[src/rtl/osc_mon_pkg.sv]
`default_nettype none
// ============================================================================
//  Module      : osc_mon_pkg
//  Description : Shared state encoding and default widths for the
//                multi-channel oscillator frequency monitor.
//  Revision    : 1.0 - initial release
// ============================================================================
package osc_mon_pkg;

  // Measurement sequencer states
  typedef enum logic [1:0] {
    IDLE  = 2'd0,
    COUNT = 2'd1,
    DONE  = 2'd2
  } mon_state_e;

  // Default configuration
  localparam int c_N_CH_DEF        = 4;
  localparam int c_CNT_W_DEF       = 16;
  localparam int c_WIN_W_DEF       = 20;
  localparam int c_SYNC_STAGES_DEF = 2;

endpackage : osc_mon_pkg
`default_nettype wire

[src/rtl/osc_edge_sync.sv]
`default_nettype none
// ============================================================================
//  Module      : osc_edge_sync
//  Description : One oscillator channel: multi-flop synchroniser into clk,
//                rising-edge detector and gated pass-through output.
//                SYNC_STAGES must be >= 2.
//  Revision    : 1.0 - initial release
// ============================================================================
module osc_edge_sync #(
  parameter int SYNC_STAGES = 2
) (
  input  logic clk,
  input  logic rst_n,
  input  logic osc_raw_i,
  input  logic en_i,
  output logic edge_o,
  output logic osc_out_o
);

  logic [SYNC_STAGES-1:0] sync_q;
  logic                   prev_q;

  // Synchroniser chain plus one history flop for edge detection
  always_ff @(posedge clk or negedge rst_n) begin
    if (!rst_n) begin
      sync_q <= '0;
      prev_q <= 1'b0;
    end else begin
      sync_q <= {sync_q[SYNC_STAGES-2:0], osc_raw_i};
      prev_q <= sync_q[SYNC_STAGES-1];
    end
  end

  // Rising edge seen on the synchronised copy; aliases above clk/2
  assign edge_o = sync_q[SYNC_STAGES-1] & ~prev_q;

  // Pure combinational gate on the raw oscillator; this path must stay off
  // the clock tree and is never retimed
  assign osc_out_o = osc_raw_i & en_i;

endmodule : osc_edge_sync
`default_nettype wire

[src/rtl/osc_freq_monitor.sv]
`default_nettype none
// ============================================================================
//  Module      : osc_freq_monitor
//  Description : N-channel ring-oscillator gate and frequency monitor.
//                Counts synchronised rising edges per channel over a
//                programmable window of clk cycles and publishes the counts
//                with a one-cycle done pulse.
//                Optional macro OSC_FREQ_MONITOR_CONT_EN adds a 'cont' input
//                for back-to-back continuous windows.
//  Revision    : 1.0 - initial release
// ============================================================================
module osc_freq_monitor
  import osc_mon_pkg::*;
#(
  parameter int N_CH        = c_N_CH_DEF,
  parameter int CNT_W       = c_CNT_W_DEF,
  parameter int WIN_W       = c_WIN_W_DEF,
  parameter int SYNC_STAGES = c_SYNC_STAGES_DEF
) (
  input  logic                   clk,
  input  logic                   rst_n,
  input  logic [N_CH-1:0]        osc_raw,
  input  logic [N_CH-1:0]        osc_en,
  output logic [N_CH-1:0]        osc_out,
  input  logic                   start,
  input  logic [WIN_W-1:0]       win_cycles,
`ifdef OSC_FREQ_MONITOR_CONT_EN
  input  logic                   cont,
`endif
  output logic                   busy,
  output logic                   done,
  output logic [N_CH*CNT_W-1:0]  count,
  output logic [N_CH-1:0]        ovf
);

  localparam logic [CNT_W-1:0] c_CNT_MAX = {CNT_W{1'b1}};
  localparam logic [WIN_W-1:0] c_WIN_ONE = {{(WIN_W-1){1'b0}}, 1'b1};

  mon_state_e                   state_q, state_d;
  logic [N_CH-1:0]              en_q;
  logic [N_CH-1:0]              edge_w;
  logic [WIN_W-1:0]             win_cnt_q, win_cnt_d;
  logic [WIN_W-1:0]             win_load;
  logic [N_CH-1:0][CNT_W-1:0]   work_q, work_d;
  logic [N_CH-1:0]              wovf_q, wovf_d;
  logic [N_CH*CNT_W-1:0]        count_q, count_d;
  logic [N_CH-1:0]              ovf_q, ovf_d;
  logic                         cont_w;

`ifdef OSC_FREQ_MONITOR_CONT_EN
  assign cont_w = cont;
`else
  assign cont_w = 1'b0;
`endif

  // A zero-length window is stretched to a single cycle
  assign win_load = (win_cycles == '0) ? c_WIN_ONE : win_cycles;

  // Per-channel synchroniser, edge detector and output gate
  generate
    for (genvar g = 0; g < N_CH; g++) begin : g_ch
      osc_edge_sync #(
        .SYNC_STAGES (SYNC_STAGES)
      ) u_sync (
        .clk       (clk),
        .rst_n     (rst_n),
        .osc_raw_i (osc_raw[g]),
        .en_i      (en_q[g]),
        .edge_o    (edge_w[g]),
        .osc_out_o (osc_out[g])
      );
    end
  endgenerate

  // Next-state, window, working-counter and result logic
  always_comb begin
    state_d   = state_q;
    win_cnt_d = win_cnt_q;
    work_d    = work_q;
    wovf_d    = wovf_q;
    count_d   = count_q;
    ovf_d     = ovf_q;
    busy      = 1'b0;
    done      = 1'b0;

    case (state_q)
      IDLE: begin
        if (start) begin
          win_cnt_d = win_load;
          work_d    = '0;
          wovf_d    = '0;
          state_d   = COUNT;
        end
      end

      COUNT: begin
        busy = 1'b1;
        for (int i = 0; i < N_CH; i++) begin
          if (en_q[i] && edge_w[i]) begin
            if (work_q[i] == c_CNT_MAX) begin
              wovf_d[i] = 1'b1;
            end else begin
              work_d[i] = work_q[i] + CNT_W'(1);
            end
          end
        end
        win_cnt_d = win_cnt_q - c_WIN_ONE;
        if (win_cnt_q == c_WIN_ONE) begin
          // Results are latched on entry to DONE (including this last
          // cycle's edges) so they are already valid while done is high
          count_d = work_d;
          ovf_d   = wovf_d;
          state_d = DONE;
        end
      end

      DONE: begin
        done = 1'b1;
        if (cont_w) begin
          win_cnt_d = win_load;
          work_d    = '0;
          wovf_d    = '0;
          state_d   = COUNT;
        end else begin
          state_d   = IDLE;
        end
      end

      default: begin
        state_d = IDLE;
      end
    endcase
  end

  // State, enable and result registers
  always_ff @(posedge clk or negedge rst_n) begin
    if (!rst_n) begin
      state_q   <= IDLE;
      en_q      <= '0;
      win_cnt_q <= '0;
      work_q    <= '0;
      wovf_q    <= '0;
      count_q   <= '0;
      ovf_q     <= '0;
    end else begin
      state_q   <= state_d;
      en_q      <= osc_en;
      win_cnt_q <= win_cnt_d;
      work_q    <= work_d;
      wovf_q    <= wovf_d;
      count_q   <= count_d;
      ovf_q     <= ovf_d;
    end
  end

  assign count = count_q;
  assign ovf   = ovf_q;

endmodule : osc_freq_monitor
`default_nettype wire

[config.mk]
export PLATFORM = sky130hd
export DESIGN_NAME = osc_freq_monitor
export DESIGN_NICKNAME = d
export VERILOG_FILES = /design/src/rtl/osc_mon_pkg.sv /design/src/rtl/osc_edge_sync.sv /design/src/rtl/osc_freq_monitor.sv
export SDC_FILE = /design/constraint.sdc
export NUM_CORES = 1
export LEC_CHECK = 0
export CORE_AREA = 5 5 140 142
export CTS_CLUSTER_SIZE = 40
export DETAILED_ROUTE_END_ITERATION = 10
export DIE_AREA = 0 0 145 147
export PLACE_DENSITY_LB_ADDON = 0.15
export REMOVE_ABC_BUFFERS = 1
export SYNTH_ARGS = -nofsm -noshare
export SYNTH_HDL_FRONTEND = slang
export SYNTH_SLANG_ARGS = --single-unit
export TNS_END_PERCENT = 30
[constraint.sdc]
create_clock -name clk -period 6.2 [get_ports clk]
set_input_delay 0.93 -clock clk [delete_from_list [all_inputs] [get_ports clk]]
set_output_delay 0.93 -clock clk [all_outputs]
set_load 0.05 [all_outputs]
==> impl_metrics.toml, run 1 <==
[placed_design]
routabilityCongestion = 0.840
hpwl_mm = 14.4
pre_cts_ws_ns = 2.59
placed_cells = 1260
portBuffers = 104

[cells_and_area]
drive_gt1_frac = 0.0558
final_cell_mix = "dfrtp_1, nand2_1, o21ai_0, clkdlybuf4s50_1, nor2_1"
diodes = 0
mostFrequentLayoutCell = "dfrtp_1"
final_cells = 1292
nets = 1082
n_fill_cell = 1617
area_growth_pct = 19.9

[critical_path]
crit_chain = "nand2b_2 > buf_4 > inv_2 > clkdlybuf4s50_1"
r2r_cells = 7
rr_endpoint = "win_cnt_q[2]"
cp_slowest_stage_delay_ns = 0.94
crit_buf_inv = 3
r2r_start = "state_q[0]"
worstSetupPathType = "flip-flop to primary output"
worstPathArrival_ns = 3.15
ff2ff_setup_slack_ns = 2.93
critical_path_required_ns = 5.27
startpoint_type = "flip-flop"
slowest_stage = "clkdlybuf4s50_1"
worst-path-max-fanout = 69
cp_top_family = "buffers and inverters"
cp-end-kind = "primary output"
crit_cells = 4

[sta]
clock_skew_ns = 0.0116
hold_viol = 0
relSlewSlack = 0.256
min_period_over_period = 0.658
fin_ws_ns = 2.12
maxSlewViolCount = 0
min_period_ns = 4.08
worst_pin_slew_ns = 1.11
setup_viol = 0
max_freq_mhz = 245
rsz0062_at_grt = "no"
finalSetupTns_ns = 0
whs_ns = 0.358

[die]
core_um2 = 18300
die_h_um = 147
fp-row-count = 50
initial_core_util = 0.484
pin_count = 105
die-area_um2 = 21300
die_w_um = 145

[job]
drv_cap = 0

[routing]
viasPerCell = 5.94
highest_layer = "met4"
vias = 7676
drt_pass1_iterations = 5
drc = 0
dr_wl_met2_mm = 10.2
wl_per_cell_um = 17.0
wl_met3_um = 954
wl_met1_mm = 10.4
drtIter0Drc = 624
ant_nets = 0
totalWireLength_mm = 22.0

[synth]
synth-edff-count = 0
ys_types = 63
yosys_warnings = 0
ys_ff_latch = 174
synth_seq_area_share = 0.491
ys.flop_type = "dfrtp_1"
synthArstFlopShare = 1.00
synth_area_per_cell_um2 = 9.18
netlist_instances = 967
syn_area_um2 = 8870

[cts]
numCtsBuffers = 17
clk_pin_slew_ns = 0.07
cts_buffer_depth = 2
clock_latency_ns = 0.43
post-cts-setup-buffers = 0
htreeDepth = 4
cts-root-buf = "clkbuf_16"
cts_tree = "yes"
clock-sinks = 174
cts_resized = 0
postCtsHoldBufs = 0

[global_routing]
grt_pass1_vias = 7276
antenna_found_initial = 0
grt_max_degree = 83
grt_usage = 0.208
grt_overflow_total = 0
grt_pass1_wl_mm = 36.9

[pwr]
power_density_nw_per_um2 = 292
cellLeakagePower_nw = 4.40
peakVddDrop_mv = 0.198
power.total_mw = 3.11

[hold_path]
worstHoldStart = "g_ch[2].u_sync.sync_q[0]"
holdPathEnd = "g_ch[2].u_sync.sync_q[1]"
hold_class = "flip-flop to flip-flop"
hold_path_depth = 0

[run_status]
outcome = "completed"
## synth_stat cells (13+ instances only)
| cell | number | share of area |
|---|---|---|
| nor4_1 | 23 | 0.016 |
| o21ai_0 | 103 | 0.058 |
| inv_1 | 28 | 0.012 |
| dfrtp_1 | 174 | 0.49 |
| clkbuf_1 | 43 | 0.018 |
| xnor2_1 | 29 | 0.029 |
| nand4_1 | 20 | 0.014 |
| xor2_1 | 15 | 0.015 |
| a21oi_1 | 60 | 0.034 |
| nor3_1 | 20 | 0.011 |
| nand2_1 | 110 | 0.047 |
| o22ai_1 | 16 | 0.011 |
| nand3_1 | 47 | 0.027 |
| a21o_1 | 13 | 0.011 |
| a31oi_1 | 22 | 0.016 |
| nor2_1 | 63 | 0.027 |
## flip-flops by register name, indices dropped and copies added (netlist names)
| name | flops |
|---|---|
| count | 64 |
| en_q | 4 |
| g_ch.u_sync.prev_q | 4 |
| g_ch.u_sync.sync_q | 8 |
| ovf | 4 |
| state_q | 2 |
| win_cnt_q | 20 |
| work_q | 64 |
| wovf_q | 4 |
## worst max path at each step
stage / slack [ns] / start / end
finish: 2.12 / state_q[0] / busy
global route: 1.95 / state_q[0] / busy
CTS: 2.12 / state_q[0] / busy
detailed placement: 2.59 / state_q[0] / busy
global placement: 2.58 / state_q[0] / busy
floorplan: 2.03 / state_q[0] / win_cnt_q[2]
## power breakdown
part | switching (mW) | internal (mW) | total [mW]
Sequential | 0.223 | 1.28 | 1.50
Clock | 0.448 | 0.608 | 1.06
Combinational | 0.302 | 0.248 | 0.550
## through the flow
stage / cell area [µm²] / utilization
2_1_floorplan: 8650 / -
5_1_grt: 10600 / 0.581
6_report: 10600 / 0.581
4_1_cts: 10600 / 0.581
3_5_place_dp: 10100 / 0.549
3_3_place_gp: 10100 / 0.549
## cell families (layout without fill, tap and decap cells)
| kind of cell | after synthesis | count (layout) | share of synthesized area |
|---|---|---|---|
| compound gates | 297 | 297 | 0.208 |
| xor+xnor | 44 | 44 | 0.0434 |
| fa+ha+maj | 6 | 6 | 0.00846 |
| flops | 174 | 174 | 0.491 |
| mux | 8 | 8 | 0.00916 |
| simple gates | 355 | 355 | 0.203 |
| buf+inv | 83 | 174 | 0.0372 |
## final cells by class
type                            count  area (µm²)  area share
Tap cell                          234         293      0.0275
Timing Repair Buffer              113        1110       0.104
Clock buffer                       19         453      0.0425
Sequential cell                   174        4350       0.409
Clock inverter                     13         121      0.0114
Multi-Input combinational cell    710        4210       0.395
Inverter                           29         109      0.0102
## metal layers
metal | vias up | track usage
li1 | 3714 | -
met1 | 3729 | 0.299
met2 | 204 | 0.323
met3 | 29 | 0.0339
met4 | 0 | 0.0669
met5 | - | 0
## worst reg2reg max path: cells and delay by family (launching register included)
kind | cells | cell delay (ns)
flops | 1 | 0.56
buf+inv | 3 | 1.61
simple gates | 2 | 0.59
compound gates | 2 | 0.39
Power figures use the tool's default switching activity.
==> inputs of run 2 (changes only) <==
clock period = 4.05 ns   (was 6.2 ns; I/O delays follow)
==> run 2 against run 1 <==
  * Global-route usage grew 0.15 points
  * Sequential share of layout area is essentially flat
  * Clock power grew 45%
  * Register-to-register slack lost 1.9 ns
==> impl_metrics.toml, run 2 (synthesis gave the netlist of run 1 again) <==
[cells_and_area]
diodes = 0
n_fill_cell = 1652
drive_gt1_frac = 0.0538
nets = 1084
final_cell_mix = "dfrtp_1, nand2_1, o21ai_0, clkdlybuf4s50_1, nor2_1"
fin_util = 0.581
mostFrequentLayoutCell = "dfrtp_1"
area_growth_pct = 20.0
multi_input_area_um2 = 4210
design_area_um2 = 10600
regArea_um2 = 4350
final_cells = 1293

[die]
die_h_um = 147
fp-row-count = 50
die-area_um2 = 21300
initial_core_util = 0.484
die_w_um = 145
core_um2 = 18300
pin_count = 105

[sta]
maxSlewViolCount = 0
min_period_over_period = 0.742
clock_skew_ns = 0.00894
whs_ns = 0.286
finalSetupTns_ns = 0
rsz0062_at_grt = "no"
relSlewSlack = 0.390
max_freq_mhz = 333
hold_viol = 0
worst_pin_slew_ns = 0.907
min_period_ns = 3.01
setup_viol = 0

[cts]
htreeDepth = 4
numCtsBuffers = 17
cts_buffer_depth = 2
clk_pin_slew_ns = 0.06
cts-root-buf = "clkbuf_16"
cts_tree = "yes"
clock-sinks = 174
cts_resized = 0
post-cts-setup-buffers = 0
postCtsHoldBufs = 0
clock_latency_ns = 0.43

[hold_path]
hold_class = "input pin to asynchronous set/reset pin"

[pwr]
p_switching_mw = 1.47
cellLeakagePower_nw = 4.40
p_int_mw = 3.22
power_frac_comb = 0.181
seqPwrFrac = 0.490
clkPwrFrac = 0.329
power_density_nw_per_um2 = 440
peakVddDrop_mv = 0.308
p_sw_frac = 0.314

[routing]
drt_pass1_iterations = 5
totalWireLength_mm = 22.1
drtIter0Drc = 507
wl_per_cell_um = 17.1
ant_nets = 0
viasPerCell = 5.85
vias = 7564
drc = 0

[global_routing]
grt_pass1_vias = 7184
grt_usage = 0.209
grt_overflow_total = 0
antenna_found_initial = 0
grt_pass1_wl_mm = 37.1
grt_max_degree = 98

[critical_path]
critical_path_required_ns = 3.44
crit_chain = "nand2b_2 > buf_4 > inv_2 > clkdlybuf4s50_1"
ff2ff_setup_slack_ns = 1.07
startpoint_type = "flip-flop"
worstPathArrival_ns = 2.40
cp_slowest_stage_delay_ns = 0.81
slowest_stage = "clkdlybuf4s50_1"
worst-path-max-fanout = 36
worstSetupPathType = "flip-flop to primary output"
cp-end-kind = "primary output"

[run_status]
outcome = "completed"

[job]
drv_cap = 0

[placed_design]
hpwl_mm = 14.6
portBuffers = 104
placed_cell_area_um2 = 10100
placed_cells = 1262
routabilityCongestion = 0.810
==> run 2: cell count changes in the layout (fill, tap and decap cells not counted), moves of 2 or more <==
| cell | delta |
|---|---|
| bufinv_16 | -2 |
| clkbuf_1 | +3 |
| clkbuf_8 | +4 |
| clkinv_2 | -5 |
==> run 2: area by class of cell <==
class,count,share of cell area
sequential,174,0.409
multi-input combinational,710,0.395
clock buffer,26,0.0488
tap,234,0.0275
timing repair buffer,115,0.107
inverter,29,0.0102
clock inverter,5,0.00270
==> run 2: metrics by stage <==
| stage | total power [mW] | setup WS (ns) |
|---|---|---|
| global placement | 3.13 | 1.10 |
| finish | 4.69 | 1.04 |
| global route | 4.95 | 0.925 |
| detailed placement | 3.16 | 1.09 |
| CTS | 4.71 | 1.04 |
| floorplan | 2.86 | -0.122 |
==> run 2: critical path, delay by kind of cell (launching register included) <==
| kind | cells | cell delay [ns] |
|---|---|---|
| simple gates | 1 | 0.11 |
| buf+inv | 3 | 1.18 |
| flops | 1 | 0.67 |
==> run 2: per-layer routing <==
| metal | part of all wire | routed length, µm | GRT usage |
|---|---|---|---|
| met1 | 0.47 | 10400 | 0.291 |
| met2 | 0.47 | 10400 | 0.337 |
| met3 | 0.049 | 1080 | 0.0379 |
| met4 | 0.014 | 315 | 0.0589 |
| met5 | 0 | 0 | 0 |
==> run 2: power by group through the flow <==
stage                     sequential (mW)  combinational [mW]  clock (mW)
final                                2.30               0.848        1.54
after global routing                 2.34               0.959        1.65
after CTS                            2.29               0.849        1.57
after detailed placement             2.31               0.845           0
after global placement               2.30               0.824           0
after floorplan                      2.23               0.632           0
==> run 2: final timing paths <==
kind | to | from | depth (start not counted)
max | busy | state_q[0] | 4
min | count[5] | rst_n | 1
max reg2reg | count[22] | win_cnt_q[6] | 5
min reg2reg | g_ch[2].u_sync.sync_q[1] | g_ch[2].u_sync.sync_q[0] | 0
max in group asynchronous | work_q[57] | rst_n | 2
min in group clk | g_ch[2].u_sync.sync_q[1] | g_ch[2].u_sync.sync_q[0] | 0
==> inputs of run 3 (changes only) <==
clock period = 2.52 ns   (was 4.05 ns; I/O delays follow)
==> run 3 against run 2 <==
  * Combinational power up 70%
  * Final area up 2.9%
  * Largest cell class unchanged
  * Non-clock buffer count up 31
  * Sequential share of layout area down 1.2 points
  * Via count up 2.4%
  * Wire length up 0.94%
  * Total power up 63%
  * Die area unchanged
==> impl_metrics.toml, run 3 (synthesis gave the netlist of run 1 again) <==
[critical_path]
critical_path_required_ns = 2.88
slowest_stage = "or4_4"
r2r_cells = 5
crit_chain = "or3_4 > or2_2 > or4_4 > or4_1 > nand3_1"
worstPathArrival_ns = 2.81
worstSetupPathType = "flip-flop to flip-flop"
cp_top_family = "simple AND/OR/NAND/NOR gates"
cp-end-kind = "flip-flop"
worst-path-max-fanout = 7
crit_buf_inv = 0
startpoint_type = "flip-flop"
cp_slowest_stage_delay_ns = 0.58
crit_cells = 5

[cts]
clk_pin_slew_ns = 0.06
cts-root-buf = "clkbuf_16"
clock-sinks = 174
htreeDepth = 4
numCtsBuffers = 17
clock_latency_ns = 0.43
cts_buffer_depth = 2
cts_tree = "yes"

[routing]
drt_pass1_iterations = 5
vias = 7746
totalWireLength_mm = 22.4
viasPerCell = 5.85
wl_per_cell_um = 16.9
drc = 0
ant_nets = 0
drtIter0Drc = 582

[sta]
max_freq_mhz = 410
rsz0062_at_grt = "no"
whs_ns = 0.347
fin_ws_ns = 0.0781
clock_skew_ns = 0.00693
relSlewSlack = 0.496
min_period_over_period = 0.969
maxSlewViolCount = 0
setup_viol = 0
worst_pin_slew_ns = 0.753
hold_viol = 0
min_period_ns = 2.44

[pwr]
power_density_nw_per_um2 = 699
cellLeakagePower_nw = 4.59
clkPwrFrac = 0.332
p_int_mw = 5.31
peakVddDrop_mv = 0.519
p_switching_mw = 2.35
power_frac_comb = 0.188
power.total_mw = 7.66
seqPwrFrac = 0.480
p_sw_frac = 0.307

[die]
core_um2 = 18300
die_h_um = 147
die-area_um2 = 21300
pin_count = 105
initial_core_util = 0.484
die_w_um = 145
fp-row-count = 50

[global_routing]
grtUsageMet1 = 0.299
grt_pass1_wl_mm = 37.1
use_met2 = 0.329
gr-usage-met3 = 0.0352
grt_usage = 0.208
grt_overflow_total = 0
grt_max_degree = 61
grt-busiest-layer = "met2"
antenna_found_initial = 0
grt_pass1_vias = 7352

[cells_and_area]
final_cells = 1324
n_fill_cell = 1617
nets = 1115
drive_gt1_frac = 0.0853
fin_util = 0.598
diodes = 0
mostFrequentLayoutCell = "dfrtp_1"
final_cell_mix = "dfrtp_1, nand2_1, o21ai_0, clkdlybuf4s50_1, nor2_1"
area_growth_pct = 23.4

[run_status]
outcome = "completed"

[placed_design]
placed_cells = 1292
routabilityCongestion = 0.829
pre_cts_ws_ns = 0.0614
portBuffers = 104
hpwl_mm = 15.6

[hold_path]
hold_path_depth = 0
hold_class = "flip-flop to flip-flop"

[job]
drv_cap = 0
==> run 3: cell count changes in the layout (fill, tap and decap cells not counted), moves of 2 or more <==
cell / before / now
clkbuf_8: 6 / 2
clkbuf_1: 3 / 5
clkdlybuf4s50_1: 103 / 97
buf_12: 1 / 6
bufinv_16: 0 / 2
buf_4: 10 / 40
==> run 3: repair_timing <==
action                                  CTS  global route
hold buffers                              1             0
endpoints found under the setup margin    0            14
hold endpoints to repair                 56             0
gates resized for setup                   0             3
setup buffers                             0             0
==> run 3: worst paths after layout <==
path | from | end | slack [ns]
setup / recovery | win_cnt_q[16] | count[22] | 0.08
hold / removal | g_ch[2].u_sync.sync_q[0] | g_ch[2].u_sync.sync_q[1] | 0.35
min in group asynchronous | rst_n | count[4] | 0.51
max in group asynchronous | rst_n | count[59] | 1.36
hold reg to reg | g_ch[2].u_sync.sync_q[0] | g_ch[2].u_sync.sync_q[1] | 0.35
setup reg to reg | win_cnt_q[16] | count[22] | 0.08
==> run 3: metrics by stage <==
stage	area [µm²]	TNS (ns)
finish	11000	0
global route	11000	0
CTS	10900	0
detailed placement	10400	0
global placement	10400	0
floorplan	8650	-96.70
==> run 3: power by group through the flow <==
stage | Clock, mW | Combinational (mW) | Sequential (mW)
2_1_floorplan | 0 | 1.02 | 3.58
3_3_place_gp | 0 | 1.40 | 3.69
3_5_place_dp | 0 | 1.44 | 3.70
4_1_cts | 2.60 | 1.44 | 3.66
5_1_grt | 2.72 | 1.62 | 3.74
6_report | 2.54 | 1.44 | 3.67
==> run 3: final cells by class <==
class,instances,area (µm²),area share
Inverter,29,109,0.00994
Clock buffer,24,472,0.0431
Clock inverter,7,87.6,0.00799
Timing Repair Buffer,146,1420,0.130
Multi-Input combinational cell,710,4220,0.385
Sequential cell,174,4350,0.397
Tap cell,234,293,0.0267
==> run 3: per-layer routing <==
layer  share of wire  vias to the layer above
li1                -                     3783
met3           0.050                       18
met4           0.010                        0
met2            0.47                      193
met5               0                        -
met1            0.47                     3752
